## src/rtl/uart_pkg.sv

```systemverilog
// Constants shared by the UART receive, transmit and buffering blocks.
// Defaults here match the 16-entry receive FIFO at 115200 baud from a 50 MHz clock.
package uart_pkg;

    localparam int BYTE_W    = 8;
    localparam int DEPTH     = 16;
    localparam int ADDR_BITS = 4;
    localparam int CLK_FREQ  = 50_000_000;
    localparam int BAUD_RATE = 115_200;

    // Clock cycles per bit, rounded to nearest, shared with the rx/tx bit timers.
    localparam int BIT_CYCLES = (CLK_FREQ + BAUD_RATE / 2) / BAUD_RATE;

    typedef logic [BYTE_W-1:0] byte_t;

    typedef enum logic [1:0] {
        OCC_IDLE = 2'b00,
        OCC_INC  = 2'b01,
        OCC_DEC  = 2'b10,
        OCC_HOLD = 2'b11
    } occ_op_e;

    function automatic occ_op_e occ_op(input logic wr, input logic rd);
        occ_op_e op;
        unique case ({rd, wr})
            2'b01:   op = OCC_INC;
            2'b10:   op = OCC_DEC;
            2'b11:   op = OCC_HOLD;
            default: op = OCC_IDLE;
        endcase
        return op;
    endfunction

endpackage

```

## src/rtl/uart_rx_fifo_if.sv

```systemverilog
// Receiver-facing and host-facing signals of the receive FIFO.
// The FIFO block uses the slave modport; the host/receiver side uses master.
interface uart_rx_fifo_if
    import uart_pkg::*;
#(
    parameter int ADDR_BITS = uart_pkg::ADDR_BITS
);
    logic               enable;
    logic               rx_en;
    byte_t              rx_data;
    logic               rx_end;
    logic               rd_en;
    byte_t              rd_data;
    logic               empty;
    logic               full;
    logic [ADDR_BITS:0] count;
    logic               overflow;
    logic               ovf_clr;

    modport slave (
        input  enable, rx_data, rx_end, rd_en, ovf_clr,
        output rx_en, rd_data, empty, full, count, overflow
    );

    modport master (
        output enable, rx_data, rx_end, rd_en, ovf_clr,
        input  rx_en, rd_data, empty, full, count, overflow
    );
endinterface

```

## src/rtl/uart_fifo_ram.sv

```systemverilog
// DEPTH x BYTE_W storage: synchronous write, asynchronous (show-ahead) read.
// Contents are never reset; validity is tracked by the owner's pointers.
module uart_fifo_ram
    import uart_pkg::*;
#(
    parameter int DEPTH     = uart_pkg::DEPTH,
    parameter int ADDR_BITS = uart_pkg::ADDR_BITS
) (
    input  logic                 clk,
    input  logic                 we,
    input  logic [ADDR_BITS-1:0] waddr,
    input  byte_t                wdata,
    input  logic [ADDR_BITS-1:0] raddr,
    output byte_t                rdata
);
    byte_t mem [DEPTH];

    always_ff @(posedge clk) begin
        if (we) begin
            mem[waddr] <= wdata;
        end
    end

    assign rdata = mem[raddr];
endmodule

```

## src/rtl/uart_rx_fifo.sv

```systemverilog
// Captures each received byte on the rising edge of the receiver end flag and
// buffers it for the host with show-ahead read data, occupancy and sticky overflow.
module uart_rx_fifo
    import uart_pkg::*;
#(
    parameter int DEPTH     = uart_pkg::DEPTH,
    parameter int ADDR_BITS = uart_pkg::ADDR_BITS
) (
    input  logic           clk,
    input  logic           rst_n,
    uart_rx_fifo_if.slave  bus
);
    localparam logic [ADDR_BITS:0] FULL_CNT = (ADDR_BITS + 1)'(DEPTH);

    logic [ADDR_BITS-1:0] wr_ptr;
    logic [ADDR_BITS-1:0] rd_ptr;
    logic [ADDR_BITS:0]   count;
    logic                 overflow;
    logic                 end_q;

    logic                 push;
    logic                 pop;
    logic                 wr_ok;
    logic                 ovf_set;
    logic                 empty;
    logic                 full;
    byte_t                head;

    logic [ADDR_BITS:0]   count_nxt;
    logic                 overflow_nxt;

    function automatic logic [ADDR_BITS:0] count_step(input logic [ADDR_BITS:0] cur,
                                                      input occ_op_e op);
        logic [ADDR_BITS:0] res;
        res = cur;
        unique case (op)
            OCC_INC: res = (cur == FULL_CNT) ? cur : cur + 1'b1;
            OCC_DEC: res = (cur == '0) ? cur : cur - 1'b1;
            default: res = cur;
        endcase
        return res;
    endfunction

    assign empty = (count == '0);
    assign full  = (count == FULL_CNT);

    // end_q resets high so a frame already ending at reset release is not taken.
    assign push    = bus.rx_end & ~end_q;
    assign pop     = bus.rd_en & ~empty;
    assign wr_ok   = push & (~full | pop);
    assign ovf_set = push & full & ~pop;

    always_comb begin
        count_nxt    = count_step(count, occ_op(wr_ok, pop));
        overflow_nxt = overflow;
        if (ovf_set) begin
            overflow_nxt = 1'b1;
        end else if (bus.ovf_clr) begin
            overflow_nxt = 1'b0;
        end
    end

    always_ff @(posedge clk or negedge rst_n) begin
        if (!rst_n) begin
            wr_ptr   <= '0;
            rd_ptr   <= '0;
            count    <= '0;
            overflow <= 1'b0;
            end_q    <= 1'b1;
        end else begin
            end_q    <= bus.rx_end;
            count    <= count_nxt;
            overflow <= overflow_nxt;
            if (wr_ok) begin
                wr_ptr <= wr_ptr + 1'b1;
            end
            if (pop) begin
                rd_ptr <= rd_ptr + 1'b1;
            end
        end
    end

    // When full with a simultaneous pop, wr_ptr == rd_ptr: the old head is read
    // combinationally this cycle while the new byte lands in the same slot.
    uart_fifo_ram #(
        .DEPTH     (DEPTH),
        .ADDR_BITS (ADDR_BITS)
    ) u_ram (
        .clk   (clk),
        .we    (wr_ok),
        .waddr (wr_ptr),
        .wdata (bus.rx_data),
        .raddr (rd_ptr),
        .rdata (head)
    );

    assign bus.rx_en    = bus.enable;
    assign bus.rd_data  = empty ? '0 : head;
    assign bus.empty    = empty;
    assign bus.full     = full;
    assign bus.count    = count;
    assign bus.overflow = overflow;
endmodule

```

## src/flat_wrapper.sv

```systemverilog
// flat-port wrapper written by rule: the top's interface ports become plain ports
module uart_rx_fifo_flat import uart_pkg::*;
#(
    parameter int DEPTH     = uart_pkg::DEPTH,
    parameter int ADDR_BITS = uart_pkg::ADDR_BITS
)
  (clk, rst_n, bus_enable, bus_rx_data, bus_rx_end, bus_rd_en, bus_ovf_clr, bus_rx_en, bus_rd_data, bus_empty, bus_full, bus_count, bus_overflow);
  uart_rx_fifo_if #(.ADDR_BITS(ADDR_BITS)) bus_i ();
  input  logic clk;
  input  logic rst_n;
  input wire logic [$bits(bus_i.enable)-1:0] bus_enable;
  input wire logic [$bits(bus_i.rx_data)-1:0] bus_rx_data;
  input wire logic [$bits(bus_i.rx_end)-1:0] bus_rx_end;
  input wire logic [$bits(bus_i.rd_en)-1:0] bus_rd_en;
  input wire logic [$bits(bus_i.ovf_clr)-1:0] bus_ovf_clr;
  output wire logic [$bits(bus_i.rx_en)-1:0] bus_rx_en;
  output wire logic [$bits(bus_i.rd_data)-1:0] bus_rd_data;
  output wire logic [$bits(bus_i.empty)-1:0] bus_empty;
  output wire logic [$bits(bus_i.full)-1:0] bus_full;
  output wire logic [$bits(bus_i.count)-1:0] bus_count;
  output wire logic [$bits(bus_i.overflow)-1:0] bus_overflow;
  assign bus_i.enable = bus_enable;
  assign bus_i.rx_data = bus_rx_data;
  assign bus_i.rx_end = bus_rx_end;
  assign bus_i.rd_en = bus_rd_en;
  assign bus_i.ovf_clr = bus_ovf_clr;
  assign bus_rx_en = bus_i.rx_en;
  assign bus_rd_data = bus_i.rd_data;
  assign bus_empty = bus_i.empty;
  assign bus_full = bus_i.full;
  assign bus_count = bus_i.count;
  assign bus_overflow = bus_i.overflow;
  uart_rx_fifo #(.DEPTH(DEPTH), .ADDR_BITS(ADDR_BITS)) u_core (.clk(clk), .rst_n(rst_n), .bus(bus_i));
endmodule
```

## config.mk

```make
export PLATFORM = sky130hd
export DESIGN_NAME = uart_rx_fifo_flat
export DESIGN_NICKNAME = d
export VERILOG_FILES = /design/src/rtl/uart_pkg.sv /design/src/rtl/uart_rx_fifo_if.sv /design/src/rtl/uart_fifo_ram.sv /design/src/rtl/uart_rx_fifo.sv /design/src/flat_wrapper.sv
export SDC_FILE = /design/constraint.sdc
export NUM_CORES = 1
export LEC_CHECK = 0
export ABC_AREA = 1
export BUFFER_PORTS_ARGS = -buffer_cell sky130_fd_sc_hd__buf_2
export CORE_UTILIZATION = 55
export DETAILED_ROUTE_END_ITERATION = 8
export PLACE_DENSITY = 0.73
export SYNTH_ARGS = -nofsm -noshare
export SYNTH_HDL_FRONTEND = slang
export SYNTH_SLANG_ARGS = --single-unit
```

## constraint.sdc

```tcl
create_clock -name clk -period 3.3 [get_ports clk]
set_input_delay 0.165 -clock clk [delete_from_list [all_inputs] [get_ports clk]]
set_output_delay 0.165 -clock clk [all_outputs]
set_load 0.005 [all_outputs]
```

==> impl_metrics.py <==
metrics = {
    "status": {
        "status": "complete, no violations",
    },
    "critical_path": {
        "reg2reg_depth": 8,
        "critical_path_class": "reg -> out",
        "regToRegStartpoint": "u_core.bus.count[4]",
        "crit_family": "buffers and inverters",
        "slowest_stage": "inv_2",
        "worstSetupEndpointType": "output port",
        "crit_cells": 7,
        "path_cells": "inv_2 > buf_4 > o21ai_0 > o221ai_1 > nand3_1 > a21oi_1 > buf_2",
        "reg2reg_to": "u_core.u_ram.mem[5][7]",
        "worstPathRequired_ns": 3.13,
        "critPathBufInv": 3,
        "critPathCapture": "bus_rd_data[2]",
        "startpoint": "u_core.rd_ptr[0]",
        "worst_ep_arrival_time_ns": 2.63,
        "start_kind": "flip-flop",
        "r2r_slack_ns": 1.08,
        "max_stage_delay_ns": 0.51,
        "crit_path_max_fanout": 42,
    },
    "clock_tree": {
        "cts_buffers": 17,
        "htreeDepth": 4,
        "root_buffer": "clkbuf_8",
        "clkSinkCount": 143,
        "cts_tree": "built",
        "cts_setup_buffers": 0,
        "cts_buffer_depth": 2,
        "path_clk_slew_ns": 0.06,
        "clkLatencyLatePin_ns": 0.53,
    },
    "detailed_routing": {
        "wl_per_cell_um": 20.2,
        "vias_per_cell": 5.94,
        "drc": 0,
        "drtAntennaViolNets": 0,
        "drt_iter0_markers": 407,
        "dr.pass1.iters": 5,
        "drt-met1-wl_mm": 5.71,
        "met2_length_mm": 6.66,
        "wl_met3_um": 761,
        "via_count": 3953,
        "drt-total-wl_mm": 13.4,
        "highest_layer": "met4",
    },
    "grt": {
        "grt_pass1_wl_mm": 21.2,
        "globalRouteTotalUtil": 0.259,
        "grt_pass1_vias": 4036,
        "antenna_found_initial": 0,
        "grt_max_degree": 67,
        "grt_overflow": 0,
    },
    "timing": {
        "max_freq_mhz": 358,
        "rsz0062_at_grt": "no",
        "finalCritPeriodShare": 0.847,
        "tns_ns": 0,
        "maxSlewViolCount": 0,
        "skew_ns": 0.00625,
        "period_needed_ns": 2.80,
        "finalHoldViolCount": 0,
        "setup_violations": 0,
        "relSlewSlack": 0.353,
        "worstMarginPinSlew_ns": 0.967,
    },
    "die": {
        "die_area_um2": 11300,
        "die_w_um": 107,
        "die_h_um": 107,
        "core-area_um2": 10500,
        "io_pins": 31,
        "rows": 37,
        "start_util": 0.574,
    },
    "synth": {
        "yosys_warnings": 0,
        "synth_seq_cells": 143,
        "syn_inst": 483,
        "synth_fp_nets": 504,
        "synthTopCellsByArea": "edfxtp_1, dfrtp_1, nor2_1",
        "ys_types": 29,
        "syn_avg_cell_area_um2": 12.4,
        "yosysTopAreaCellShare": 0.640,
        "syn_area_um2": 6010,
        "ys_seq_area_frac": 0.702,
        "synth_largest_area_cell": "edfxtp_1",
    },
    "cells_and_area": {
        "nets": 539,
        "nFillCells": 765,
        "drive_gt1_frac": 0.166,
        "area_growth_pct": 14.6,
        "n_antenna_cell": 0,
    },
    "pwr": {
        "p_per_area_nw_per_um2": 887,
        "ir_worst_vdd_uv": 407,
        "p_int_w": 0.00398,
        "p_leak_nw": 2.46,
        "p_clk_frac": 0.312,
        "power_w": 0.00611,
        "power.switching_w": 0.00213,
        "sequentialPowerShare": 0.371,
        "p_sw_frac": 0.348,
        "comb_power_share": 0.317,
    },
    "hold_path": {
        "hold_path.class": "in -> reg",
    },
    "place": {
        "gp_congestion": 0.822,
        "io_buffers": 28,
        "detailed_place_hpwl_mm": 8.18,
    },
    "job": {
        "cap_violations": 0,
    },
}
[worst min-delay path by stage]
stage / start / to / depth (start not counted) / slack [ns]
finish: bus_rx_data[6] / u_core.u_ram.mem[4][6] / 1 / 0.02
floorplan: rst_n / u_core.bus.count[0] / 0 / -0.13
CTS: bus_rx_data[6] / u_core.u_ram.mem[0][6] / 1 / 0.008
global route: bus_rx_data[6] / u_core.u_ram.mem[3][6] / 1 / 0.008
detailed placement: rst_n / u_core.bus.count[3] / 1 / 0.1
global placement: rst_n / u_core.bus.count[4] / 1 / 0.09
[cells by family (layout without fill, tap and decap cells)]
logic type	after synthesis	in the layout	share of synthesized area
DFF	143	143	0.702
and+or+nand+nor	157	157	0.118
xor gates and xnor gates	8	8	0.0117
adders and majority gates	7	7	0.0146
AOI/OAI and AO/OA	116	116	0.114
buffers and inverters	52	99	0.0391
[sequential cells by signal, summed over array words and instances (netlist names)]
signal	cells
u_core.bus.overflow	1
u_core.u_ram.mem	128
u_core.wr_ptr	4
u_core.rd_ptr	4
u_core.end_q	1
u_core.bus.count	5
[through the flow]
stage / std cells / area (um2) / hold WS (ns) / setup WS (ns) / utilization
after floorplan: 483 / 6010 / -0.131 / 1.55 / -
after global placement: 631 / 6260 / 0.0912 / 1.12 / 0.598
after detailed placement: 631 / 6260 / 0.0950 / 1.06 / 0.598
after CTS: 666 / 6890 / 0.00799 / 0.489 / 0.658
after global routing: 666 / 6890 / 0.00761 / 0.266 / 0.658
final: 666 / 6890 / 0.0224 / 0.503 / 0.658
[synth_stat cells]
| library cell | instances |
|---|---|
| a21oi_1 | 8 |
| buf_2 | 10 |
| buf_4 | 6 |
| clkbuf_1 | 8 |
| clkbuf_2 | 1 |
| clkinv_1 | 2 |
| clkinv_2 | 1 |
| dfrtp_1 | 14 |
| dfstp_2 | 1 |
| edfxtp_1 | 128 |
| ha_1 | 7 |
| inv_1 | 19 |
| inv_2 | 4 |
| inv_4 | 1 |
| nand2_1 | 28 |
| nand2_2 | 4 |
| nand2_4 | 5 |
| nand3_1 | 19 |
| nand3_4 | 2 |
| nand4_1 | 4 |
| nor2_1 | 92 |
| nor2_2 | 2 |
| nor2_4 | 1 |
| o21ai_0 | 68 |
| o21ai_1 | 5 |
| o21ai_2 | 2 |
| o221ai_1 | 22 |
| o22ai_1 | 11 |
| xor2_1 | 8 |
[layout by cell type (no fill, tap or decap), drive strengths merged, types with 11 or more instances in the layout]
cell    instances
edfxtp        128
o21ai          75
nor2           95
clkbuf         18
buf            37
nand3          21
o22ai          11
nand2          37
inv            24
dfrtp          14
o221ai         22
[power by group through the flow]
stage / sequential [W] / clock, W / combinational (W)
global route: 0.00228 / 0.00201 / 0.00215
global placement: 0.00229 / 0 / 0.00184
finish: 0.00227 / 0.00191 / 0.00193
CTS: 0.00226 / 0.00193 / 0.00192
floorplan: 0.00226 / 0 / 0.00137
detailed placement: 0.00230 / 0 / 0.00189
[per-layer routing]
metal,up-vias,track usage
li1,1823,-
met1,1967,0.322
met2,136,0.426
met3,27,0.0674
met4,0,0.116
met5,-,0
[timing repair]
action | in CTS | in global routing
setup endpoints to repair | 0 | 0
resized for setup | 0 | 0
hold buffers | 4 | 0
hold endpoints to repair | 18 | 0
[cell type report]
class,instances,area (um2),area share
clock inverter,13,171,0.0249
multi-input combinational,288,1550,0.225
clock buffer,18,418,0.0607
timing repair buffer,41,248,0.0360
sequential,143,4220,0.613
tap,136,170,0.0247
inverter,27,105,0.0153
Power figures use the tool's default switching activity.
